File: config.mk
export PLATFORM = sky130hd
export DESIGN_NAME = kbd_event_ctrl
export DESIGN_NICKNAME = d
export VERILOG_FILES = /design/src/rtl/kbd_event_ctrl.sv
export SDC_FILE = /design/constraint.sdc
export NUM_CORES = 1
export LEC_CHECK = 0
export CAP_MARGIN = 20
export CORE_MARGIN = 2
export CORE_UTILIZATION = 52
export DETAILED_ROUTE_END_ITERATION = 7
export GPL_TIMING_DRIVEN = 0
export PLACE_DENSITY = 0.75
export SETUP_SLACK_MARGIN = 0.02
export SLEW_MARGIN = 20
export SYNTH_ARGS = -nofsm -noshare
export SYNTH_HDL_FRONTEND = slang
export SYNTH_SLANG_ARGS = --single-unit
File: constraint.sdc
create_clock -name clk -period 3 [get_ports clk]
set_clock_uncertainty 0.1 [all_clocks]
set_input_delay 0.75 -clock clk [delete_from_list [all_inputs] [get_ports clk]]
set_output_delay 0.75 -clock clk [all_outputs]
set_load 0.005 [all_outputs]
File: src/rtl/kbd_event_ctrl.sv
// kbd_event_ctrl: pops bytes from the ps2_kbd scancode buffer, folds the
// PS/2 set-2 E0 (extended) and F0 (break) prefixes into flags, and queues
// completed key events {brk, ext, code} in a first-word fall-through FIFO
// that the CPU reads over its MMIO keyboard path.
module kbd_event_ctrl #(
  parameter int DEPTH = 8,
  parameter int KB_W  = 8
) (
  input  logic                         clk,
  input  logic                         rst,
  input  logic                         kbd_ready,
  input  logic [KB_W-1:0]              kbd_data,
  output logic                         kbd_rdn,
  input  logic                         cpu_rd,
  output logic                         evt_valid,
  output logic [KB_W+1:0]              evt_data,
  output logic [$clog2(DEPTH+1)-1:0]   evt_count,
  output logic                         overflow,
  input  logic                         ovf_clr
);

  localparam int PTR_W = $clog2(DEPTH);
  localparam int CNT_W = $clog2(DEPTH+1);
  localparam logic [KB_W-1:0] CODE_EXT = KB_W'(8'hE0);
  localparam logic [KB_W-1:0] CODE_BRK = KB_W'(8'hF0);
  localparam logic [CNT_W-1:0] COUNT_FULL = CNT_W'(DEPTH);

  typedef enum logic [1:0] {
    ST_IDLE = 2'd0,
    ST_POP  = 2'd1,
    ST_GAP  = 2'd2
  } state_t;

  state_t              state_reg;
  state_t              state_next;
  logic [KB_W-1:0]     byte_reg;
  logic                ext_reg;
  logic                brk_reg;

  logic [KB_W+1:0]     mem [DEPTH];
  logic [PTR_W-1:0]    wr_ptr_reg;
  logic [PTR_W-1:0]    rd_ptr_reg;
  logic [CNT_W-1:0]    count_reg;
  logic                overflow_reg;

  logic                is_ext;
  logic                is_brk;
  logic                push_req;
  logic                fifo_full;
  logic                do_pop;
  logic                do_push;
  logic                drop;

  // Next-state and pop strobe: rdn is low only while in POP, so each byte
  // gets exactly one low cycle and GAP always separates two strobes.
  always_comb begin
    state_next = state_reg;
    kbd_rdn    = 1'b1;
    case (state_reg)
      ST_IDLE: if (kbd_ready) state_next = ST_POP;
      ST_POP: begin
        kbd_rdn    = 1'b0;
        state_next = ST_GAP;
      end
      ST_GAP:  state_next = ST_IDLE;
      default: state_next = ST_IDLE;
    endcase
  end

  // Decode the latched byte and resolve FIFO push/pop for this cycle.
  // A pop in the same cycle frees the slot, so a full FIFO still accepts.
  always_comb begin
    is_ext    = (byte_reg == CODE_EXT);
    is_brk    = (byte_reg == CODE_BRK);
    push_req  = (state_reg == ST_POP) && !is_ext && !is_brk;
    fifo_full = (count_reg == COUNT_FULL);
    do_pop    = cpu_rd && (count_reg != '0);
    do_push   = push_req && (!fifo_full || do_pop);
    drop      = push_req && fifo_full && !do_pop;
  end

  // Sequencer state, captured byte and prefix flags. Flags clear after any
  // non-prefix byte, including one that was dropped on overflow.
  always_ff @(posedge clk) begin
    if (rst) begin
      state_reg <= ST_IDLE;
      byte_reg  <= '0;
      ext_reg   <= 1'b0;
      brk_reg   <= 1'b0;
    end else begin
      state_reg <= state_next;
      if (state_reg == ST_IDLE && kbd_ready) byte_reg <= kbd_data;
      if (state_reg == ST_POP) begin
        if (is_ext) begin
          ext_reg <= 1'b1;
        end else if (is_brk) begin
          brk_reg <= 1'b1;
        end else begin
          ext_reg <= 1'b0;
          brk_reg <= 1'b0;
        end
      end
    end
  end

  // FIFO pointers, occupancy and sticky overflow (set beats clear).
  always_ff @(posedge clk) begin
    if (rst) begin
      wr_ptr_reg   <= '0;
      rd_ptr_reg   <= '0;
      count_reg    <= '0;
      overflow_reg <= 1'b0;
    end else begin
      if (do_push) wr_ptr_reg <= wr_ptr_reg + PTR_W'(1);
      if (do_pop)  rd_ptr_reg <= rd_ptr_reg + PTR_W'(1);
      if (do_push && !do_pop)      count_reg <= count_reg + CNT_W'(1);
      else if (do_pop && !do_push) count_reg <= count_reg - CNT_W'(1);
      if (drop)         overflow_reg <= 1'b1;
      else if (ovf_clr) overflow_reg <= 1'b0;
    end
  end

  // Event storage; contents are meaningless while count is zero, so no reset.
  always_ff @(posedge clk) begin
    if (do_push) mem[wr_ptr_reg] <= {brk_reg, ext_reg, byte_reg};
  end

  // Head of queue is presented combinationally (fall-through), zero when empty.
  assign evt_valid = (count_reg != '0);
  assign evt_data  = evt_valid ? mem[rd_ptr_reg] : '0;
  assign evt_count = count_reg;
  assign overflow  = overflow_reg;

endmodule
==> summary.txt <==
Synth
  – Register area share after synthesis: 0.6986
  – Post-Syn Area per Cell: between 15 and 20 sq um
  – Area leader, netlist: edfxtp_1
  – Syn nets: 271
  – Cell Area, Synth: 0.004184 sq mm
  – Netlist cell types: 36
  – Post-synth EDFFs: 80
  – Synth top area share: 0.5742
  – Cells after Synth: 252
  – Synth area leaders: edfxtp_1 (57%), dfxtp_1 (12%), mux4_2 (11%), mux2i_1 (4.5%), nor2_1 (3.4%)
  – Async SR Flop Fraction: 0
  – Ys flop type: edfxtp_1
  – Yosys Warn Count: 0
  – Seq cells post-synth: between 100 and 150

Hold path
  – Hold Path Origin: rd_ptr_reg[1]
  – Hold EP: rd_ptr_reg[1]
  – Worst Hold Class: reg2reg
  – Cells on Worst Hold Path: 2

Detailed routing
  – Drt via density: 5.550
  – Residual DRC: 0
  – Routed WL: about 7.7 mm
  – Post-route ant nets: 0
  – Detailed Route Iter0 Violations: 124
  – TritonRoute pass-1 iters: 4
  – Vias post-DR: about 2200
  – WL/cell: 19.03 microns

Power
  – Final total power: 3684 uW
  – PD cells: 743.5 mW/mm^2
  – Peak VDD IR: approximately 0.56 mV
  – Static Leak: approximately 0.0017 uW

Floorplanning
  – Initial core utilization: 0.5387
  – Width of the chip: ~94 microns
  – Die Height: approximately 94 microns
  – Die ar.: just under 0.009 sq mm
  – Row count: 32
  – I/O Pins: 30
  – Core Box Area: ~0.0078 sq mm

Setup path
  – Crit. End Element: output pin
  – FF-to-FF path depth: 11
  – Startpoint types: flip-flop
  – R2r setup slk: 0.15 ns
  – Req. time, crit path: about 2.2 ns
  – Slowest CP cell: mux4_2
  – Worst Path Arrival: around 2.1 ns
  – Reg-to-Reg Start: evt_count[0]
  – Slowest stage delay, CP: 0.51 ns
  – RR Endpoint: evt_count[3]
  – Worst-path fanout max: 10
  – Crit Path Category: reg2out
  – CP cell instances: buf_12, mux4_2, mux2i_1, nor2_1, clkdlybuf4s50_1

Clocking
  – H-tree depth: 3
  – Root Driver: clkbuf_8
  – Cts bufs inserted: 9
  – Clock slew at reported path FFs: around 0.090 ns
  – Worst-Skew Late Latency: between 0.3 and 0.4 ns
  – Clock tree sinks: between 100 and 150
  – CTS tree: yes
  – Max clock buf depth: 2

Finish
  – Max reg flops: 80
  – Fill cells: between 500 and 600
  – Fin nets: ~320
  – # diodes: 0
  – Final core utilization: 0.6379
  – Synth-to-layout area growth: 18.42%
  – Share of layout cells above drive strength 1: 0.2285
  – Final Non-Filler Cells: roughly 400

Placement
  – DP HPWL: ~5.1 mm
  – Dpl cells: approximately 390
  – Number of port buffers: 28
  – Final GP Congestion: between 0.7 and 0.8

STA
  – Final setup viols: 0
  – Max_slew headroom: 0.2674
  – Final number of hold-violating endpoints: 0
  – Max Clk Rate: between 0.3 and 0.4 GHz
  – Final min period: about 3 ns
  – RSZ-0062 raised after global routing: yes
  – Final TNS setup: 0 ns
  – Slew @ Worst Pin: roughly 1.1 ns
  – Tcrit/Tclk final: 0.9727
  – Hold Slack: slightly above 0.4 ns
  – Final count of pins violating max slew: 0

Status
  – Outcome: complete, no violations

Global routing
  – Vias in the first global route: about 2300
  – GRT Util Overall: 0.1954
  – Largest net degree at the start of global routing: 19
  – Initial antenna violation count: 0
  – First-pass GRT wire length: 12.40 mm
  – Total global routing overflow: 0

Flow run
  – Max cap viols: 0
area by class of cell:
type | count | area (sq um) | share of cell area
Sequential cell | 106 | 2930 | 0.5914
Multi-Input combinational cell | 130 | 1256 | 0.2535
Timing Repair Buffer | 35 | 356.6 | 0.07197
Clock buffer | 10 | 127.6 | 0.02576
Tap cell | 102 | 127.6 | 0.02576
Buffer | 10 | 87.58 | 0.01768
Clock inverter | 6 | 50.05 | 0.01010
Inverter | 5 | 18.77 | 0.003788
report_power, final:
| group | internal (uW) | leakage (uW) | switching, uW |
|---|---|---|---|
| registers | 1650 | 0.000953 | 91.1 |
| clock network | 311 | 0.0000835 | 490 |
| logic | 654 | 0.000703 | 483 |
| total | 2620 | 0.00174 | 1060 |
layout by cell type, fill, tap and decap left out, drive strengths merged, types with 3 or more instances in the layout:
master         instances
nor2                  38
a21oi                  5
mux2i                 19
mux4                  20
nand2                  4
nand2b                 5
dfxtp                 26
clkbuf                15
nand3                  5
edfxtp                80
nor3                   6
nor2b                  3
clkdlybuf4s50         19
buf                   12
inv                    7
dlymetal6s2s           8
xor2                   3
ha                     5
how the worst max path moves through the flow:
| stage | slack [ns] | start | to |
|---|---|---|---|
| after floorplan | 0.11 | evt_count[0] | evt_count[3] |
| after global placement | -1.00 | cpu_rd | mem[0][0] |
| after detailed placement | -0.58 | cpu_rd | evt_count[3] |
| after CTS | 0.0004 | flip-flop | evt_data[4] |
| after global routing | -0.003 | evt_count[0] | evt_count[3] |
| final | 0.08 | flip-flop | evt_data[9] |
routing by layer:
metal  track usage  part of all wire  wire (microns)  vias to the layer above
met5             0                 0               0                        -
met4       0.07850             0.017             133                        0
met3       0.03210             0.047             360                       15
met2        0.3167              0.50            3823                       64
met1        0.2670              0.44            3373                     1116
li1              -                 -               -                     1047
cell families after synthesis:
| group | synth area share |
|---|---|
| flip-flops | 0.6986 |
| AND/OR/NAND/NOR | 0.07835 |
| multiplexers | 0.1558 |
| buffers and inverters | 0.01674 |
| AO/OA/AOI/OAI | 0.02243 |
| adder cells (fa/ha/maj) | 0.01974 |
| XOR/XNOR | 0.008375 |
per-stage QoR:
step	setup slack [ns]	cell area [sq um]
5_1_grt	-0.002613	4955
4_1_cts	0.0004248	4915
2_1_floorplan	0.1131	4184
6_report	0.08195	4955
3_5_place_dp	-0.5803	4668
3_3_place_gp	-1.002	4592
cell usage after synthesis, types with 2 or more instances:
master,instances
a21oi_1,5
buf_2,2
nand3_1,5
nor2b_1,3
edfxtp_1,80
nor3b_1,2
mux2i_1,19
buf_1,2
ha_1,5
inv_1,4
xor2_1,3
nor3_1,6
nand2_1,3
nor2_1,38
mux4_2,20
dfxtp_1,26
nand2b_1,5
clkbuf_1,6
timing repair:
action                     CTS  global route
gates resized for setup     21            13
setup endpoints to repair   11            11
hold buffers                 0             0
pin swaps                    1             1
setup buffers                1             0
worst max-delay path, delay by kind of cell (launching register included):
kind,cells,cell delay (ns)
simple gates,1,0.07
flops,1,0.38
buf+inv,2,0.60
mux,2,0.65
No activity file was read; power rests on OpenSTA's default activity.
